--- config.mk ---
export PLATFORM = sky130hd
export DESIGN_NAME = adc_capture_ctrl
export DESIGN_NICKNAME = d
export VERILOG_FILES = /design/src/rtl/adc_capture_pkg.sv /design/src/rtl/adc_trig_detect.sv /design/src/rtl/adc_capture_ctrl.sv
export SDC_FILE = /design/constraint.sdc
export NUM_CORES = 1
export LEC_CHECK = 0
export BUFFER_PORTS_ARGS = -buffer_cell sky130_fd_sc_hd__buf_2
export CORE_ASPECT_RATIO = 1.2
export CORE_MARGIN = 2
export CORE_UTILIZATION = 55
export DETAILED_ROUTE_END_ITERATION = 10
export GPL_ROUTABILITY_DRIVEN = 0
export PLACE_DENSITY = 0.88
export SETUP_SLACK_MARGIN = 0.02
export SYNTH_ARGS = -nofsm -noshare
export SYNTH_HDL_FRONTEND = slang
export SYNTH_HIERARCHICAL = 1
export SYNTH_SLANG_ARGS = --single-unit
--- constraint.sdc ---
create_clock -name clk -period 4.1 [get_ports clk]
set_clock_uncertainty 0.05 [all_clocks]
set_input_delay 0 -clock clk [delete_from_list [all_inputs] [get_ports clk]]
set_output_delay 0 -clock clk [all_outputs]
set_load 0.005 [all_outputs]
--- src/rtl/adc_capture_pkg.sv ---
// Shared types and constants for the ADC capture sequencer.
// The FSM encoding is visible on the top-level state port, so values are fixed.
package adc_capture_pkg;

   typedef enum logic [2:0] {
      IDLE    = 3'd0,
      PRE     = 3'd1,
      POST    = 3'd2,
      READOUT = 3'd3
   } state_t;

   localparam logic TRIG_MODE_FIRST = 1'b0;
   localparam logic TRIG_MODE_LEVEL = 1'b1;

endpackage

--- src/rtl/adc_trig_detect.sv ---
// Registers the incoming ADC sample and flags the trigger sample.
// The previous-sample qualifier is cleared while idle, so a level trigger needs a crossing seen after arming.
module adc_trig_detect
   import adc_capture_pkg::*;
#(
   parameter int DATA_WIDTH = 16
) (
   input  logic                  i_clk,
   input  logic                  i_rst,
   input  logic                  i_clear,
   input  logic                  i_trigEn,
   input  logic [DATA_WIDTH-1:0] i_trigLevel,
   input  logic [DATA_WIDTH-1:0] i_adcData,
   input  logic                  i_adcValid,
   output logic [DATA_WIDTH-1:0] o_sData,
   output logic                  o_sValid,
   output logic                  o_trig
);

   logic [DATA_WIDTH-1:0] r_sData;
   logic                  r_sValid;
   logic [DATA_WIDTH-1:0] r_prevData;
   logic                  r_prevValid;
   logic                  w_cross;

   always_ff @(posedge i_clk) begin
      if (i_rst) begin
         r_sData     <= '0;
         r_sValid    <= 1'b0;
         r_prevData  <= '0;
         r_prevValid <= 1'b0;
      end else begin
         r_sData  <= i_adcData;
         r_sValid <= i_adcValid;
         if (i_clear) begin
            r_prevValid <= 1'b0;
         end else if (r_sValid) begin
            r_prevData  <= r_sData;
            r_prevValid <= 1'b1;
         end
      end
   end

   // Rising crossing: last valid sample strictly below the threshold, this one at or above it.
   assign w_cross  = r_prevValid && (r_prevData < i_trigLevel) && (r_sData >= i_trigLevel);
   assign o_trig   = r_sValid && ((i_trigEn == TRIG_MODE_FIRST) || w_cross);
   assign o_sData  = r_sData;
   assign o_sValid = r_sValid;

endmodule

--- src/rtl/adc_capture_ctrl.sv ---
// ADC capture sequencer: rolling pre-trigger buffer, post-trigger count, host readout.
// FIFO strobes are combinational from the registered sample stage; status outputs are registered.
module adc_capture_ctrl
   import adc_capture_pkg::*;
#(
   parameter int DATA_WIDTH = 16,
   parameter int ADDR_WIDTH = 15,
   parameter int CNT_WIDTH  = ADDR_WIDTH + 1
) (
   input  logic                  clk,
   input  logic                  rst,
   input  logic                  arm,
   input  logic                  abort,
   input  logic                  trig_en,
   input  logic [DATA_WIDTH-1:0] trig_level,
   input  logic [CNT_WIDTH-1:0]  post_len,
   input  logic [DATA_WIDTH-1:0] adc_data,
   input  logic                  adc_valid,
   output logic                  fifo_start,
   output logic                  fifo_wr,
   output logic [DATA_WIDTH-1:0] fifo_data,
   output logic                  fifo_rd,
   input  logic [DATA_WIDTH-1:0] fifo_q,
   input  logic                  fifo_empty,
   input  logic                  fifo_full,
   input  logic                  host_rd,
   output logic [DATA_WIDTH-1:0] host_data,
   output logic                  host_valid,
   output logic [2:0]            state,
   output logic                  done,
   output logic                  overflow
);

   state_t                r_state;
   logic [CNT_WIDTH-1:0]  r_cnt;
   logic                  r_done;
   logic                  r_overflow;
   logic                  r_hostValid;

   logic [DATA_WIDTH-1:0] w_sData;
   logic                  w_sValid;
   logic                  w_trig;
   logic                  w_fifoWr;
   logic                  w_fifoRd;
   logic                  w_hostRd;

   adc_trig_detect #(
      .DATA_WIDTH (DATA_WIDTH)
   ) u_trigDetect (
      .i_clk       (clk),
      .i_rst       (rst),
      .i_clear     (r_state == IDLE),
      .i_trigEn    (trig_en),
      .i_trigLevel (trig_level),
      .i_adcData   (adc_data),
      .i_adcValid  (adc_valid),
      .o_sData     (w_sData),
      .o_sValid    (w_sValid),
      .o_trig      (w_trig)
   );

   // In PRE a write into a full FIFO is paired with a discard read so the window keeps rolling.
   always_comb begin
      w_fifoWr = 1'b0;
      w_fifoRd = 1'b0;
      w_hostRd = 1'b0;
      if (!rst && !abort) begin
         case (r_state)
            PRE: begin
               w_fifoWr = w_sValid;
               w_fifoRd = w_sValid && fifo_full;
            end
            POST: begin
               w_fifoWr = w_sValid && !fifo_full;
            end
            READOUT: begin
               w_hostRd = host_rd && !fifo_empty;
               w_fifoRd = w_hostRd;
            end
            default: begin
               w_fifoWr = 1'b0;
            end
         endcase
      end
   end

   always_ff @(posedge clk) begin
      if (rst) begin
         r_state     <= IDLE;
         r_cnt       <= '0;
         r_done      <= 1'b0;
         r_overflow  <= 1'b0;
         r_hostValid <= 1'b0;
      end else if (abort) begin
         r_state     <= IDLE;
         r_cnt       <= '0;
         r_done      <= 1'b0;
         r_hostValid <= 1'b0;
      end else begin
         r_done      <= 1'b0;
         r_hostValid <= w_hostRd;
         case (r_state)
            IDLE: begin
               if (arm) begin
                  r_state    <= PRE;
                  r_overflow <= 1'b0;
               end
            end
            PRE: begin
               if (w_trig) begin
                  r_cnt   <= post_len;
                  r_state <= (post_len == '0) ? READOUT : POST;
               end
            end
            POST: begin
               if (w_sValid) begin
                  if (fifo_full) begin
                     r_overflow <= 1'b1;
                     r_state    <= READOUT;
                  end else begin
                     r_cnt <= r_cnt - CNT_WIDTH'(1);
                     if (r_cnt == CNT_WIDTH'(1)) begin
                        r_state <= READOUT;
                     end
                  end
               end
            end
            READOUT: begin
               // Leave only once the last word read has been presented to the host.
               if (fifo_empty && !r_hostValid) begin
                  r_state <= IDLE;
                  r_done  <= 1'b1;
               end
            end
            default: begin
               r_state <= IDLE;
            end
         endcase
      end
   end

   assign fifo_start = (r_state != IDLE);
   assign fifo_wr    = w_fifoWr;
   assign fifo_data  = w_sData;
   assign fifo_rd    = w_fifoRd;
   assign host_data  = fifo_q;
   assign host_valid = r_hostValid;
   assign state      = r_state;
   assign done       = r_done;
   assign overflow   = r_overflow;

endmodule

==> flow_summary.yaml, run 1 <==
logic_synthesis:
  async_flop_share_pct: 0
  synth.area.top_cells: "dfxtp_1 (32%), ha_1 (14%), a21oi_1 (5.6%), nand2_1 (4.4%), nor2b_1 (4.4%)"
  synth_area_leader_cell: "dfxtp_1"
  syn_area_per_cell_um2: 8.56
  syn-cell-area_mm2: 0.00340
  synth_fp_nets: 507
  synth.top_cell.area_share_pct: 32.4
  synthTopCellsByCount: "dfxtp_1 (55), nand2_1 (40), a21oi_1 (38), ha_1 (37)"
  synthCells: 397
  synth_cell_type_count: 61
  ys_seq_area_share_pct: 32.4
  synth_ff_type: "dfxtp_1"
  synth-edff-count: 0
  synthMostInstantiatedCell: "dfxtp_1"
  synth-seq-cells: 55
  ys_warn_count: 6
placement:
  port-buffer-count: 80
  dp_hpwl_um: 6420
  preCtsSetupSlack_ns: 0.985
  placed_cells: 528
min_path:
  hold_start: "post_len[5]"
  holdCritPathClass: "primary input to register"
  holdPathStages: 3
  hold_end: "r_cnt[5]"
detailed_routing:
  ant_nets: 0
  routedWlPerCell_um: 15.6
  dr.pass1.iters: 5
  drtIter0Drc: 208
  wl_met3_um: 509
  met1_length_um: 3520
  vias_per_cell: 5.84
  drt_wl_total_um: 9050
  wl_met2_um: 4800
  drc: 0
  routed-via-count: 3394
  top_layer: "met4"
critical_path:
  critPathKind: "register to register"
  crit_arrival_ns: 3.42
  rrSetupSlack_ns: 0.85
  worstReg2RegStart: "u_trigDetect/r_prevData[1]"
  cp.required_ns: 4.28
  timing.rr.end: "r_cnt[14]"
  reg2reg_depth: 9
  start_kind: "register"
  end_kind: "register"
  worstPathMaxFanout: 8
pwr:
  powerDensity_mw_per_mm2: 279
  switching_share_pct: 27.2
  pwr-share-comb_pct: 20.6
  p_int_uw: 872
  p_switching_uw: 326
  seq_power_share_pct: 47.4
  p_leak_nw: 1.94
  ir_worst_vdd_mv: 0.142
  clockPowerShare_pct: 32.0
layout:
  layoutNonFillerInstCount: 581
  final_util_pct: 71.4
  drive_above_1_share_pct: 19.6
  n_antenna_cell: 0
  fin_nets: 608
  area_growth_pct: 26.4
clock_network:
  cts_made_buffers: 5
  cts_resized: 0
  root_buffer: "clkbuf_8"
  clockBufferDepth: 2
  clkTransAtPathRegs_ns: 0.10
  clk_latency_ns: 0.31
  ctsHoldBuffers: 45
  cts_setup_buffers: 0
  htree_levels: 2
  cts_tree: "done"
  cts.sinks: 55
floorplan:
  start_util_pct: 56.5
  fp.dieArea_mm2: 0.00683
  ios: 114
  die_y_um: 90.1
  chipWidth_um: 75.8
  rows: 31
  core_mm2: 0.00601
grt:
  grt_pass1_vias: 3316
  grt_max_degree: 38
  antenna_found_initial: 0
  gr-usage-all-layers_pct: 26.5
  grt_pass1_wl_um: 14400
  grt.overflow.total: 0
sta:
  fin_crit_sh_pct: 79.2
  worst_slack_ns: 0.854
  max_freq_mhz: 308
  fin_crit_ns: 3.25
  finalHoldViolations: 0
  relSlewSlack_pct: 21.4
  drv_slew: 0
  fin_setup_tns_ns: 0
  rsz0062_at_grt: "false"
  setup_violations: 0
  worstMarginPinSlew_ns: 1.18
status:
  status: "completed"
run:
  drv_cap: 0
-- worst max-delay path by stage --
stage | slack [ns] | depth (start not counted) | endpoint | startpoint
after CTS | 0.92 | 9 | r_cnt[14] | u_trigDetect/r_prevData[1]
after detailed placement | 0.98 | 9 | r_cnt[10] | u_trigDetect/r_prevData[1]
final | 0.85 | 9 | r_cnt[14] | u_trigDetect/r_prevData[1]
after global placement | 1.13 | 9 | r_cnt[10] | u_trigDetect/r_prevData[1]
after global routing | 0.77 | 9 | r_cnt[14] | u_trigDetect/r_prevData[1]
after floorplan | 1.41 | 9 | r_cnt[10] | u_trigDetect/r_prevData[1]
-- power by group through the flow --
stage	sequential (mW)	combinational, mW	clock, mW
2_1_floorplan	0.576	0.146	0
3_3_place_gp	0.579	0.200	0
3_5_place_dp	0.580	0.208	0
4_1_cts	0.567	0.243	0.390
5_1_grt	0.570	0.272	0.413
6_report	0.568	0.247	0.383
-- through the flow --
stage / hold WS, ns / instance area (µm²) / power, mW
2_1_floorplan: 0.0216 / 3400 / 0.723
3_3_place_gp: -0.0500 / 3720 / 0.779
3_5_place_dp: -0.0500 / 3720 / 0.787
4_1_cts: 0.00201 / 4300 / 1.20
5_1_grt: 0.00449 / 4300 / 1.26
6_report: 0.0114 / 4300 / 1.20
-- cell type report --
type	instances	area [µm²]
multi-input cells	285	2020
fillers	451	1720
repair buffers	126	858
inverters	25	93.8
well taps	82	103
clock buffers	6	82.6
flip-flops and latches	55	1100
clock inverters	2	38.8
-- placed cells by master, fill, tap and decap left out, types with 4 or more instances in the layout --
| master | instances |
|---|---|
| a211oi_1 | 7 |
| a21oi_1 | 38 |
| inv_1 | 24 |
| nand2_1 | 40 |
| nand2b_1 | 7 |
| or4_1 | 4 |
| dfxtp_1 | 55 |
| buf_2 | 80 |
| clkbuf_8 | 6 |
| nand3_1 | 8 |
| nand4_1 | 7 |
| a21o_1 | 4 |
| a31oi_1 | 6 |
| a22oi_1 | 7 |
| nor4_1 | 5 |
| mux2i_1 | 5 |
| nand3b_1 | 5 |
| nor2_1 | 14 |
| ha_1 | 37 |
| dlygate4sd3_1 | 45 |
| nor2b_1 | 24 |
| nor3_1 | 6 |
| o211ai_1 | 7 |
-- metal layers --
| layer | GRT usage (%) | up-vias |
|---|---|---|
| li1 | - | 1643 |
| met1 | 30.5 | 1578 |
| met2 | 46.2 | 148 |
| met3 | 4.82 | 25 |
| met4 | 10.7 | 0 |
| met5 | 0 | - |
-- registers in the layout, summed over array words and instances (netlist names) --
| name | flops |
|---|---|
| u_trigDetect/o_sValid | 1 |
| u_trigDetect/r_prevValid | 1 |
| host_valid | 1 |
| overflow | 1 |
| u_trigDetect/r_prevData | 16 |
| u_trigDetect/o_sData | 16 |
| r_cnt | 16 |
| state | 2 |
| done | 1 |
-- critical path, stage by stage (launching register included) --
cell and delay [ns]:
dfxtp_1 0.33, ha_1 0.30, a2111oi_4 0.29, o31ai_1 0.14, a2111o_1 0.45, a2bb2oi_2 0.27, nor2b_1 0.16, nor3_1 0.77
a21oi_1 0.20, o31ai_1 0.21
-- cell families (layout without fill, tap and decap cells) --
kind of cell / Yosys count / count (layout) / synth area share, %
multiplexers: 5 / 5 / 1.47
buffers and inverters: 57 / 159 / 8.21
AO/OA/AOI/OAI: 106 / 106 / 21.7
flip-flops: 55 / 55 / 32.4
AND/OR/NAND/NOR: 136 / 136 / 22.5
adder cells (fa/ha/maj): 37 / 37 / 13.6
other: 1 / 1 / 0.110
Power figures use the tool's default switching activity.
==> run 2, diff against run 1 <==
- CORE_UTILIZATION: 55 -> 51
- PLACE_DENSITY: 0.88 -> 0.83
- clock period: 4.1 -> 3.28 ns (I/O delays scaled with it)
==> run 2 against run 1 <==
Compared with the run above: critical path depth stayed put; highest routed layer unchanged; count of clock-buffer cells in the layout is 1 lower; setup slack worse by 0.57 ns; non-clock buffer count is 5 higher; critical path type unchanged; core utilization is 4.6 points lower; final area is 0.26% higher; first-iteration DRC count is 18% lower.
==> flow_summary.yaml, run 2 (synthesis results as in run 1) <==
sta:
  relSlewSlack_pct: 43.4
  fin_crit_sh_pct: 91.5
  fin_setup_tns_ns: 0
  finalHoldViolations: 0
  max_freq_mhz: 333
  setup_violations: 0
  worst_slack_ns: 0.280
  fin_crit_ns: 3.00
  rsz0062_at_grt: "false"
  worstMarginPinSlew_ns: 0.846
  drv_slew: 0
pwr:
  p_leak_nw: 1.95
  powerDensity_mw_per_mm2: 328
  ir_worst_vdd_mv: 0.173
  power.total_mw: 1.41
detailed_routing:
  dr.pass1.iters: 5
  vias_per_cell: 5.80
  ant_nets: 0
  drc: 0
  routed-via-count: 3418
  drt_wl_total_um: 9330
  drtIter0Drc: 170
  routedWlPerCell_um: 15.8
layout:
  layoutNonFillerInstCount: 589
  drive_above_1_share_pct: 20.4
  final_util_pct: 66.8
  fin_nets: 613
  n_antenna_cell: 0
  final_cell_mix: "buf_2 (80), dfxtp_1 (55), dlygate4sd3_1 (45), nand2_1 (40), a21oi_1 (38)"
  final_common_cell: "buf_2"
  area_growth_pct: 26.7
critical_path:
  reg2reg_depth: 9
  critPathKind: "register to register"
  start_kind: "register"
  timing.rr.end: "r_cnt[10]"
  cp_cell_sequence: "ha_1 > a2111oi_4 > o31ai_1 > a2111o_1 > a2bb2oi_2 > nand2b_1 > o21ai_1 > or4_1 > a31oi_1"
  crit_slowest_cell: "or4_1"
  worstReg2RegStart: "u_trigDetect/r_prevData[1]"
  end_kind: "register"
  critPathTopFamily: "compound AO/OA/AOI/OAI gates"
  crit_path_max_incr_delay_ns: 0.55
  cp.required_ns: 3.47
  worstPathMaxFanout: 7
  rrSetupSlack_ns: 0.28
  crit_arrival_ns: 3.19
  cp_num_buf_inv: 0
floorplan:
  chipWidth_um: 78.5
  rows: 32
  start_util_pct: 52.7
  die_y_um: 93.4
  fp.dieArea_mm2: 0.00733
  core_mm2: 0.00645
  ios: 114
placement:
  placed_cells: 536
  dp_hpwl_um: 6620
  port-buffer-count: 80
  preCtsSetupSlack_ns: 0.366
grt:
  grt_pass1_vias: 3317
  grt.overflow.total: 0
  grt_max_degree: 38
  grt_pass1_wl_um: 14800
  gr-usage-all-layers_pct: 25.3
  antenna_found_initial: 0
clock_network:
  cts_tree: "done"
  ctsHoldBuffers: 45
  root_buffer: "clkbuf_8"
  clkTransAtPathRegs_ns: 0.11
  htree_levels: 2
  cts_setup_buffers: 0
  clockBufferDepth: 2
  cts.sinks: 55
  cts_made_buffers: 5
  clk_latency_ns: 0.31
  cts_resized: 0
min_path:
  hold_end: "r_cnt[0]"
  hold_start: "post_len[0]"
  holdCritPathClass: "primary input to register"
  holdPathStages: 3
status:
  status: "completed"
run:
  drv_cap: 0
[run 2: how the worst max path moves through the flow]
| stage | slack, ns | cells after the start | end | start |
|---|---|---|---|---|
| after global routing | 0.15 | 9 | r_cnt[7] | u_trigDetect/r_prevData[1] |
| after detailed placement | 0.37 | 9 | r_cnt[10] | u_trigDetect/r_prevData[1] |
| after global placement | 0.42 | 9 | r_cnt[10] | u_trigDetect/r_prevData[1] |
| after CTS | 0.32 | 9 | r_cnt[10] | u_trigDetect/r_prevData[1] |
| after floorplan | 0.59 | 9 | r_cnt[10] | u_trigDetect/r_prevData[1] |
| final | 0.28 | 9 | r_cnt[10] | u_trigDetect/r_prevData[1] |
[run 2: final cells by class]
cell class              instances  area (µm²)
clock buffers                   5        68.8
clock inverters                 3        22.5
fillers                       522        2140
inverters                      25        93.8
multi-input cells             285        2020
flip-flops and latches         55        1100
well taps                      85         106
repair buffers                131         896
[run 2: through the flow]
stage	instance area (µm²)	hold slack [ns]
6_report	4310	0.00965
5_1_grt	4310	0.00608
4_1_cts	4310	0.00327
3_5_place_dp	3760	-0.0500
3_3_place_gp	3760	-0.0500
2_1_floorplan	3400	0.0216
[run 2: where the power goes]
| group | total [mW] | internal [mW] | switching [mW] |
|---|---|---|---|
| clock | 0.387 | 0.154 | 0.233 |
| sequential | 0.708 | 0.688 | 0.0205 |
| combinational | 0.318 | 0.156 | 0.163 |
| total | 1.41 | 0.997 | 0.416 |
[run 2: tightest hold or removal path, stage by stage]
cell and delay (ns):
buf_2 0.11, mux2i_1 0.12, a211oi_1 0.09
[run 2: per-layer routing]
| metal | share of wire (%) | routed length (µm) | global-route usage [%] | vias up |
|---|---|---|---|---|
| li1 | - | - | - | 1639 |
| met1 | 39 | 3680 | 28.6 | 1579 |
| met2 | 51 | 4780 | 47.0 | 173 |
| met3 | 6.1 | 569 | 3.47 | 27 |
| met4 | 3.2 | 301 | 10.8 | 0 |
| met5 | 0 | 0 | 0 | - |
==> run 3, diff against run 2 <==
--- a/config.mk
+++ b/config.mk
@@ -12,5 +12,5 @@
 export DETAILED_ROUTE_END_ITERATION = 10
 export GPL_ROUTABILITY_DRIVEN = 0
-export PLACE_DENSITY = 0.83
+export PLACE_DENSITY = 0.92
 export SETUP_SLACK_MARGIN = 0.02
 export SYNTH_ARGS = -nofsm -noshare
==> constraint.sdc (replaced) <==
create_clock -name clk -period 3.28 [get_ports clk]
set_clock_uncertainty 0.05 [all_clocks]
set_input_delay 0.164 -clock clk [delete_from_list [all_inputs] [get_ports clk]]
set_output_delay 0.164 -clock clk [all_outputs]
set_load 0.005 [all_outputs]
==> run 3 against run 2 <==
Compared with the run above: hold slack gained 0.0042 ns; core utilization is 6.5 points lower; flip-flop and latch count is the same; combinational power decreased by 14%; largest power group unchanged; highest routed layer unchanged.
==> flow_summary.yaml, run 3 (synthesis results as in run 1) <==
grt:
  grt_max_degree: 38
  gr-usage-all-layers_pct: 23.7
  grt_pass1_wl_um: 14000
  grt_pass1_vias: 3100
  antenna_found_initial: 0
  grt.overflow.total: 0
critical_path:
  crit_arrival_ns: 3.18
  worstPathMaxFanout: 5
  end_kind: "register"
  reg2reg_depth: 9
  crit_slowest_cell: "or4_1"
  crit_path_max_incr_delay_ns: 0.53
  cp_cell_sequence: "ha_1 > a2111oi_4 > o31ai_1 > a2111o_1 > a2bb2oi_2 > nand2b_1 > o21ai_1 > or4_1 > a31oi_1"
  critPathKind: "register to register"
  cp.required_ns: 3.46
  start_kind: "register"
layout:
  area_growth_pct: 14.3
  final_util_pct: 60.3
  fin_nets: 568
  drive_above_1_share_pct: 22.2
  n_antenna_cell: 0
  final_cell_mix: "buf_2 (80), dfxtp_1 (55), nand2_1 (40), a21oi_1 (38), ha_1 (37)"
  final_area_mm2: 0.00388
  final_common_cell: "buf_2"
clock_network:
  clk_latency_ns: 0.31
  cts_setup_buffers: 0
  root_buffer: "clkbuf_8"
  cts_resized: 0
  ctsHoldBuffers: 0
  clockBufferDepth: 2
  cts_tree: "done"
  cts.sinks: 55
  clkTransAtPathRegs_ns: 0.10
  htree_levels: 2
  cts_made_buffers: 5
floorplan:
  fp.dieArea_mm2: 0.00733
  ios: 114
  chipWidth_um: 78.5
  start_util_pct: 52.7
  rows: 32
  die_y_um: 93.4
  core_mm2: 0.00645
detailed_routing:
  dr.pass1.iters: 5
  ant_nets: 0
  drt_wl_total_um: 8730
  vias_per_cell: 5.94
  routed-via-count: 3234
  drc: 0
  drtIter0Drc: 210
  routedWlPerCell_um: 16.0
min_path:
  holdPathStages: 2
  holdCritPathClass: "primary input to register"
sta:
  fin_crit_ns: 3.00
  fin_crit_sh_pct: 91.3
  drv_slew: 0
  rsz0062_at_grt: "false"
  relSlewSlack_pct: 42.5
  worstMarginPinSlew_ns: 0.860
  fin_setup_tns_ns: 0
  finalHoldViolations: 0
  max_freq_mhz: 334
  setup_violations: 0
pwr:
  p_leak_nw: 1.78
  ir_worst_vdd_mv: 0.243
  powerDensity_mw_per_mm2: 374
placement:
  dp_hpwl_um: 6690
  post_dp_cell_area_mm2: 0.00376
  port-buffer-count: 80
run:
  drv_cap: 0
status:
  status: "completed"
-- run 3: cell count changes in the layout (fill, tap and decap cells not counted) --
cell | before | now
buf_4 | 6 | 5
bufinv_16 | 0 | 1
clkbuf_8 | 5 | 6
clkinv_4 | 1 | 0
dlygate4sd3_1 | 45 | 1
inv_6 | 1 | 0
-- run 3: layout make-up --
class                           instances  area [µm²]
Fill cell                             554        2560
Multi-Input combinational cell        285        2020
Sequential cell                        55        1100
Timing Repair Buffer                   86         448
Tap cell                               85         106
Inverter                               25        93.8
Clock buffer                            6        82.6
Clock inverter                          2        35.0
-- run 3: worst max-delay path: cells and delay by family, from the launching register on --
family,cells,cell delay (ns)
adders and majority gates,1,0.31
DFF,1,0.33
and+or+nand+nor,2,0.76
AOI/OAI and AO/OA,6,1.47
-- run 3: per-stage QoR --
| step | setup slack (ns) | power, mW | std cells | hold WS [ns] |
|---|---|---|---|---|
| 3_3_place_gp | 0.496 | 0.977 | 535 | 0.278 |
| 6_report | 0.284 | 1.45 | 544 | 0.0139 |
| 3_5_place_dp | 0.341 | 0.990 | 535 | 0.278 |
| 4_1_cts | 0.331 | 1.46 | 543 | 0.00167 |
| 2_1_floorplan | 0.595 | 0.903 | 397 | 0.186 |
| 5_1_grt | 0.166 | 1.51 | 544 | 0.00366 |
-- run 3: power by group --
part	switching [mW]	leakage [nW]	internal, mW
clock network	0.222	0.0612	0.247
logic	0.152	1.27	0.120
registers	0.0227	0.448	0.688
total	0.397	1.78	1.06
-- run 3: path summary, 6_finish.rpt --
check | startpoint | endpoint | slack (ns)
setup / recovery | u_trigDetect/r_prevData[1] | r_cnt[10] | 0.28
hold / removal | adc_data[11] | u_trigDetect/o_sData[11] | 0.01
setup reg to reg | u_trigDetect/r_prevData[1] | r_cnt[10] | 0.28
hold reg to reg | u_trigDetect/r_prevData[11] | u_trigDetect/r_prevData[11] | 0.42
-- run 3: layer usage --
layer / wire length (µm) / global-route usage [%]
met1: 3420 / 27.7
met2: 4420 / 41.8
met3: 660 / 4.83
met4: 228 / 10.1
met5: 0 / 0
